### src/rtl/alarm_clock_ctrl.sv
// rtl/alarm_clock_ctrl.sv - alarm clock sequencer: running time, set-time/set-alarm editing, ring control
// Optional snooze re-trigger is built when ALARM_CLOCK_SNOOZE_EN is defined.
module alarm_clock_ctrl #(
  parameter int RING_SECS  = 60,
  parameter int SNOOZE_MIN = 5
) (
  input  logic       i_clk,
  input  logic       i_rst_n,
  input  logic       i_tick_1hz,
  input  logic       i_mode_btn,
  input  logic       i_sel_btn,
  input  logic       i_inc_btn,
  input  logic       i_alarm_en,
  input  logic       i_snooze_btn,
  output logic [2:0] o_state,
  output logic [1:0] o_field,
  output logic [4:0] o_hours,
  output logic [5:0] o_minutes,
  output logic [5:0] o_seconds,
  output logic [4:0] o_s_hours,
  output logic [5:0] o_s_minutes,
  output logic [5:0] o_s_seconds,
  output logic [4:0] o_a_hours,
  output logic [5:0] o_a_minutes,
  output logic [5:0] o_a_seconds,
  output logic       o_ring
);

  typedef enum logic [2:0] {
    ST_NORMAL    = 3'b000,
    ST_SET_TIME  = 3'b010,
    ST_SET_ALARM = 3'b100,
    ST_RING      = 3'b110
  } state_t;

  state_t     r_state, w_state_nxt;
  logic [1:0] r_field, w_field_nxt;
  logic [4:0] r_hours, r_s_hours, r_a_hours;
  logic [5:0] r_minutes, r_seconds, r_s_minutes, r_s_seconds, r_a_minutes, r_a_seconds;
  logic [4:0] w_hours_nxt, w_s_hours_nxt, w_a_hours_nxt;
  logic [5:0] w_minutes_nxt, w_seconds_nxt, w_s_minutes_nxt, w_s_seconds_nxt;
  logic [5:0] w_a_minutes_nxt, w_a_seconds_nxt;
  logic [7:0] r_ring_cnt, w_ring_cnt_nxt;
  logic       r_ring, w_ring_nxt;
  logic [4:0] w_tk_hours;
  logic [5:0] w_tk_minutes, w_tk_seconds;
  logic       w_mode, w_sel, w_inc;
  logic       w_alarm_hit, w_snz_hit, w_snz_press, w_ring_done, w_ring_exit;

  function automatic logic [5:0] inc60(input logic [5:0] v);
    return (v == 6'd59) ? 6'd0 : v + 6'd1;
  endfunction

  function automatic logic [4:0] inc24(input logic [4:0] v);
    return (v == 5'd23) ? 5'd0 : v + 5'd1;
  endfunction

  function automatic logic [1:0] next_field(input logic [1:0] f);
    return (f == 2'd2) ? 2'd0 : f + 2'd1;
  endfunction

  // Running time one second ahead, with full carry chain.
  always_comb begin
    w_tk_seconds = inc60(r_seconds);
    w_tk_minutes = r_minutes;
    w_tk_hours   = r_hours;
    if (r_seconds == 6'd59) begin
      w_tk_minutes = inc60(r_minutes);
      if (r_minutes == 6'd59) begin
        w_tk_hours = inc24(r_hours);
      end
    end
  end

  assign w_mode = i_mode_btn;
  assign w_sel  = i_sel_btn & ~i_mode_btn;
  assign w_inc  = i_inc_btn & ~i_mode_btn & ~i_sel_btn;

  assign w_alarm_hit = (r_state == ST_NORMAL) && i_alarm_en && i_tick_1hz &&
                       (w_tk_hours == r_a_hours) && (w_tk_minutes == r_a_minutes) &&
                       (w_tk_seconds == r_a_seconds);
  assign w_ring_done = i_tick_1hz && (r_ring_cnt == 8'(RING_SECS - 1));
  assign w_ring_exit = w_snz_press | i_mode_btn | i_sel_btn | i_inc_btn |
                       ~i_alarm_en | w_ring_done;

`ifdef ALARM_CLOCK_SNOOZE_EN
  logic [4:0] r_snz_hours, w_snz_hours_nxt, w_tgt_hours;
  logic [5:0] r_snz_minutes, r_snz_seconds, w_snz_minutes_nxt, w_snz_seconds_nxt, w_tgt_minutes;
  logic       r_snz_valid, w_snz_valid_nxt;
  logic [6:0] w_min_sum;

  assign w_snz_press = (r_state == ST_RING) && i_snooze_btn;
  assign w_snz_hit   = (r_state == ST_NORMAL) && i_alarm_en && i_tick_1hz && r_snz_valid &&
                       (w_tk_hours == r_snz_hours) && (w_tk_minutes == r_snz_minutes) &&
                       (w_tk_seconds == r_snz_seconds);

  always_comb begin
    w_min_sum     = {1'b0, r_minutes} + 7'(SNOOZE_MIN);
    w_tgt_hours   = r_hours;
    w_tgt_minutes = w_min_sum[5:0];
    if (w_min_sum >= 7'd60) begin
      w_tgt_minutes = 6'(w_min_sum - 7'd60);
      w_tgt_hours   = inc24(r_hours);
    end
  end

  // alarm_en low overrides everything, including a snooze loaded this cycle.
  always_comb begin
    w_snz_hours_nxt   = r_snz_hours;
    w_snz_minutes_nxt = r_snz_minutes;
    w_snz_seconds_nxt = r_snz_seconds;
    w_snz_valid_nxt   = r_snz_valid;
    if (w_snz_press) begin
      w_snz_hours_nxt   = w_tgt_hours;
      w_snz_minutes_nxt = w_tgt_minutes;
      w_snz_seconds_nxt = r_seconds;
      w_snz_valid_nxt   = 1'b1;
    end
    if (w_snz_hit) w_snz_valid_nxt = 1'b0;
    if ((r_state == ST_NORMAL) && w_mode) w_snz_valid_nxt = 1'b0;
    if (!i_alarm_en) w_snz_valid_nxt = 1'b0;
  end

  always_ff @(posedge i_clk) begin
    if (!i_rst_n) begin
      r_snz_hours   <= '0;
      r_snz_minutes <= '0;
      r_snz_seconds <= '0;
      r_snz_valid   <= 1'b0;
    end else begin
      r_snz_hours   <= w_snz_hours_nxt;
      r_snz_minutes <= w_snz_minutes_nxt;
      r_snz_seconds <= w_snz_seconds_nxt;
      r_snz_valid   <= w_snz_valid_nxt;
    end
  end
`else
  logic w_unused;
  assign w_snz_press = 1'b0;
  assign w_snz_hit   = 1'b0;
  assign w_unused    = i_snooze_btn;
`endif

  always_ff @(posedge i_clk) begin
    if (!i_rst_n) r_state <= ST_NORMAL;
    else          r_state <= w_state_nxt;
  end

  always_comb begin
    w_state_nxt = r_state;
    case (r_state)
      ST_NORMAL: begin
        if (w_mode)                        w_state_nxt = ST_SET_TIME;
        else if (w_alarm_hit || w_snz_hit) w_state_nxt = ST_RING;
      end
      ST_SET_TIME:  if (w_mode)      w_state_nxt = ST_SET_ALARM;
      ST_SET_ALARM: if (w_mode)      w_state_nxt = ST_NORMAL;
      ST_RING:      if (w_ring_exit) w_state_nxt = ST_NORMAL;
      default:                       w_state_nxt = ST_NORMAL;
    endcase
  end

  // A commit on mode_btn overrides the tick applied just above it.
  always_comb begin
    w_hours_nxt     = r_hours;
    w_minutes_nxt   = r_minutes;
    w_seconds_nxt   = r_seconds;
    w_s_hours_nxt   = r_s_hours;
    w_s_minutes_nxt = r_s_minutes;
    w_s_seconds_nxt = r_s_seconds;
    w_a_hours_nxt   = r_a_hours;
    w_a_minutes_nxt = r_a_minutes;
    w_a_seconds_nxt = r_a_seconds;
    w_field_nxt     = r_field;
    if (i_tick_1hz) begin
      w_hours_nxt   = w_tk_hours;
      w_minutes_nxt = w_tk_minutes;
      w_seconds_nxt = w_tk_seconds;
    end
    case (r_state)
      ST_NORMAL: begin
        if (w_mode) begin
          w_s_hours_nxt   = r_hours;
          w_s_minutes_nxt = r_minutes;
          w_s_seconds_nxt = r_seconds;
          w_field_nxt     = 2'd0;
        end
      end
      ST_SET_TIME: begin
        if (w_mode) begin
          w_hours_nxt   = r_s_hours;
          w_minutes_nxt = r_s_minutes;
          w_seconds_nxt = r_s_seconds;
          w_field_nxt   = 2'd0;
        end else if (w_sel) begin
          w_field_nxt = next_field(r_field);
        end else if (w_inc) begin
          case (r_field)
            2'd0:    w_s_hours_nxt   = inc24(r_s_hours);
            2'd1:    w_s_minutes_nxt = inc60(r_s_minutes);
            2'd2:    w_s_seconds_nxt = inc60(r_s_seconds);
            default: w_s_seconds_nxt = r_s_seconds;
          endcase
        end
      end
      ST_SET_ALARM: begin
        if (w_sel) begin
          w_field_nxt = next_field(r_field);
        end else if (w_inc) begin
          case (r_field)
            2'd0:    w_a_hours_nxt   = inc24(r_a_hours);
            2'd1:    w_a_minutes_nxt = inc60(r_a_minutes);
            2'd2:    w_a_seconds_nxt = inc60(r_a_seconds);
            default: w_a_seconds_nxt = r_a_seconds;
          endcase
        end
      end
      default: w_field_nxt = r_field;
    endcase
    w_ring_nxt = (w_state_nxt == ST_RING);
    if (w_state_nxt != ST_RING)                   w_ring_cnt_nxt = '0;
    else if ((r_state == ST_RING) && i_tick_1hz)  w_ring_cnt_nxt = r_ring_cnt + 8'd1;
    else                                          w_ring_cnt_nxt = r_ring_cnt;
  end

  always_ff @(posedge i_clk) begin
    if (!i_rst_n) begin
      r_hours     <= '0;
      r_minutes   <= '0;
      r_seconds   <= '0;
      r_s_hours   <= '0;
      r_s_minutes <= '0;
      r_s_seconds <= '0;
      r_a_hours   <= '0;
      r_a_minutes <= '0;
      r_a_seconds <= '0;
      r_field     <= '0;
      r_ring_cnt  <= '0;
      r_ring      <= 1'b0;
    end else begin
      r_hours     <= w_hours_nxt;
      r_minutes   <= w_minutes_nxt;
      r_seconds   <= w_seconds_nxt;
      r_s_hours   <= w_s_hours_nxt;
      r_s_minutes <= w_s_minutes_nxt;
      r_s_seconds <= w_s_seconds_nxt;
      r_a_hours   <= w_a_hours_nxt;
      r_a_minutes <= w_a_minutes_nxt;
      r_a_seconds <= w_a_seconds_nxt;
      r_field     <= w_field_nxt;
      r_ring_cnt  <= w_ring_cnt_nxt;
      r_ring      <= w_ring_nxt;
    end
  end

  assign o_state     = r_state;
  assign o_field     = r_field;
  assign o_hours     = r_hours;
  assign o_minutes   = r_minutes;
  assign o_seconds   = r_seconds;
  assign o_s_hours   = r_s_hours;
  assign o_s_minutes = r_s_minutes;
  assign o_s_seconds = r_s_seconds;
  assign o_a_hours   = r_a_hours;
  assign o_a_minutes = r_a_minutes;
  assign o_a_seconds = r_a_seconds;
  assign o_ring      = r_ring;

endmodule
### config.mk
export PLATFORM = sky130hd
export DESIGN_NAME = alarm_clock_ctrl
export DESIGN_NICKNAME = d
export VERILOG_FILES = /design/src/rtl/alarm_clock_ctrl.sv
export SDC_FILE = /design/constraint.sdc
export NUM_CORES = 1
export LEC_CHECK = 0
export CAP_MARGIN = 20
export CORE_MARGIN = 2
export CORE_UTILIZATION = 47
export DETAILED_ROUTE_END_ITERATION = 7
export PLACE_DENSITY = 0.77
export SLEW_MARGIN = 5
export SYNTH_ARGS = -nofsm -noshare
export SYNTH_HDL_FRONTEND = slang
export SYNTH_SLANG_ARGS = --single-unit
### constraint.sdc
create_clock -name i_clk -period 2.3 [get_ports i_clk]
set_input_delay 0.69 -clock i_clk [delete_from_list [all_inputs] [get_ports i_clk]]
set_output_delay 0.69 -clock i_clk [all_outputs]
set_load 0.01 [all_outputs]
==> metrics.yaml <==
die:
  dieArea_um2: 9680
  coreArea_um2: 8680
  io_pins: 65
  die_width_um: 98.4
  initial_core_util: 0.483
  fp.dieH_um: 98.4
  rows: 34
synthesis:
  synth_common_cells: "nand2_1, dfxtp_1, nor2_1"
  synth_top_family_by_area: "simple AND/OR/NAND/NOR gates"
  syn_inst: 543
  synth_top_cell_by_area: "dfxtp_1"
  yosys.area_share.simple: 0.277
  synth_area_leaders: "dfxtp_1, nand2_1, nor2_1"
  synth_edf_count: 0
  synth_cell_types: 60
  synth_fa_ha_area_frac: 0.0299
  synth_compound_area_frac: 0.232
  ys_seq_elements: 65
  ys_seq_area_frac: 0.311
  syn_area_um2: 4190
  synth.most_common_cell: "nand2_1"
  async_flop_share: 0
  synth_nets: 561
  synth.mux.area_fraction: 0.0385
  synth_xor_xnor_area_share: 0.0669
  ys.flop_type: "dfxtp_1"
  synth_top_area_frac: 0.311
  synth_warnings: 0
  avgSynthCellArea_um2: 7.71
detailed_routing:
  drtAntennaViolNets: 0
  drt_wl_total_mm: 12.9
  first_pass_iters: 7
  via_count: 4653
  wl_per_cell_um: 16.7
  vias_per_cell: 6.06
  drc: 0
  drt_iter0_drc: 334
layout:
  drive_gt1_frac: 0.197
  area_delta_synth_final_pct: 36.7
  layout.nets: 673
  n_antenna_cell: 0
  nFillCells: 742
placed_design:
  post-dp-hpwl_mm: 9.23
  io_buffer_count: 63
  dp_slack_ns: -0.551
  place.gp.congestion: 0.972
global_route:
  globalRouteTotalUtil: 0.266
  antenna_found_initial: 0
  grt_pass1_vias: 4447
  grt_pass1_wl_mm: 21.2
  grt_max_degree: 34
  gr-total-overflow: 0
timing:
  slew_headroom: 0.569
  fmax_ghz: 0.416
  finalSetupTns_ns: -1.06
  skew_ns: 0.0133
  fin_ws_ns: -0.105
  slew_violations: 0
  worst_pin_slew_ns: 0.645
  fin_crit_sh: 1.05
  setup_viol: 11
  rsz0062_at_grt: "yes"
  fin_crit_ns: 2.41
  hold_violations: 0
clocking:
  ctsLongestPathBuffers: 2
  root_buffer: "clkbuf_8"
  cts_tree: "done"
  htree_levels: 3
  clock_sinks: 65
  numCtsBuffers: 9
  clk_latency_ns: 0.35
  cts_hold_buf: 0
  clkTransAtPathRegs_ns: 0.08
pwr:
  p_leak_nw: 2.13
  power_density_nw_per_um2: 415
  ir_drop_uv: 243
critical_path:
  cp.required_ns: 2.59
  cp.arrival_ns: 2.70
  criticalPathCategory: "register to register"
  endpoint_kind: "register"
  cp-start-kind: "register"
  cp_max_fo: 10
job:
  maxCapViolCount: 0
min_path:
  hp-class: "register to register"
status:
  status: "complete, but fails checks"
  failed_checks: "setup timing"
## cells by family after synthesis
group | after synthesis
xor gates and xnor gates | 32
DFF | 65
other | 1
muxes | 16
buffers and inverters | 44
and+or+nand+nor | 229
adders and majority gates | 10
AOI/OAI and AO/OA | 146
## timing repair
action	CTS	global route
setup endpoints to repair	23	35
buffers inserted	1	2
cloned	1	0
resized for setup	13	23
pin swaps	14	14
## layout make-up
type | count | area (um2) | share of cell area
well taps | 108 | 135 | 0.0236
repair buffers | 137 | 1230 | 0.214
clock inverters | 6 | 43.8 | 0.00765
flip-flops and latches | 65 | 1300 | 0.228
clock buffers | 10 | 138 | 0.0240
inverters | 8 | 30.0 | 0.00524
multi-input cells | 434 | 2850 | 0.497
## sequential cells by signal, summed over array words and instances (netlist names)
register and count:
o_a_hours 5, o_a_minutes 6, o_a_seconds 6, o_field 2
o_hours 5, o_minutes 6, o_ring 1, o_s_hours 5
o_s_minutes 6, o_s_seconds 6, o_seconds 6, o_state 3
r_ring_cnt 8
## layer usage
layer / wire length, um / GRT usage / up-vias
li1: - / - / 2206
met1: 5260 / 0.333 / 2223
met2: 6470 / 0.456 / 183
met3: 759 / 0.0408 / 41
met4: 370 / 0.114 / 0
met5: 0 / 0 / -
## cell usage in the layout, fill, tap and decap left out, types with 6 or more instances in the layout
master	netlist	layout
o31ai_1	7	7
xnor2_1	19	19
a21oi_1	26	24
clkbuf_8	0	10
nand4_1	11	11
a31oi_1	9	9
inv_1	8	8
dfxtp_1	65	63
nor3_1	12	10
nand2_1	67	66
nand3_1	17	17
a22oi_1	8	8
nand2b_1	7	6
xor2_1	13	12
a211oi_1	16	16
nor2_1	56	56
nor2b_1	8	8
a21oi_2	9	11
mux2i_1	15	15
clkdlybuf4s50_1	0	58
a311oi_1	9	9
ha_1	10	8
buf_4	0	69
o21ai_0	37	34
and3_1	11	10
## through the flow
| step | instances | util | total power, mW | hold slack [ns] | area, um2 |
|---|---|---|---|---|---|
| 3_3_place_gp | 748 | 0.619 | 1.47 | 0.530 | 5370 |
| 3_5_place_dp | 748 | 0.619 | 1.47 | 0.537 | 5370 |
| 4_1_cts | 766 | 0.648 | 2.37 | 0.551 | 5620 |
| 5_1_grt | 768 | 0.660 | 2.46 | 0.578 | 5730 |
| 2_1_floorplan | 543 | - | 1.34 | 0.524 | 4210 |
| 6_report | 768 | 0.660 | 2.38 | 0.555 | 5730 |
## power breakdown
part,internal (mW),switching [mW]
logic,0.138,0.160
clock network,0.419,0.488
registers,1.15,0.0264
## path summary, 6_finish.rpt
kind	from	to	slack (ns)	cells after the start
min	o_a_hours[1]$_SDFFE_PN0P_	o_a_hours[1]$_SDFFE_PN0P_	0.56	2
min reg2reg	o_a_hours[1]$_SDFFE_PN0P_	o_a_hours[1]$_SDFFE_PN0P_	0.56	2
max	o_seconds[0]$_SDFF_PN0_	r_ring_cnt[6]$_SDFFE_PP0P_	-0.11	10
max reg2reg	o_seconds[0]$_SDFF_PN0_	r_ring_cnt[6]$_SDFFE_PP0P_	-0.11	10
## critical path: stages, from the launching register on
cell and delay, ns:
dfxtp_2 0.36, ha_4 0.14, nand3_1 0.06, buf_4 0.18, or3_1 0.33, o21ai_0 0.20
xor2_1 0.12, nor4_2 0.36, nand4_1 0.26, buf_6 0.22, a21oi_2 0.11
(Power assumes the default switching activity.)
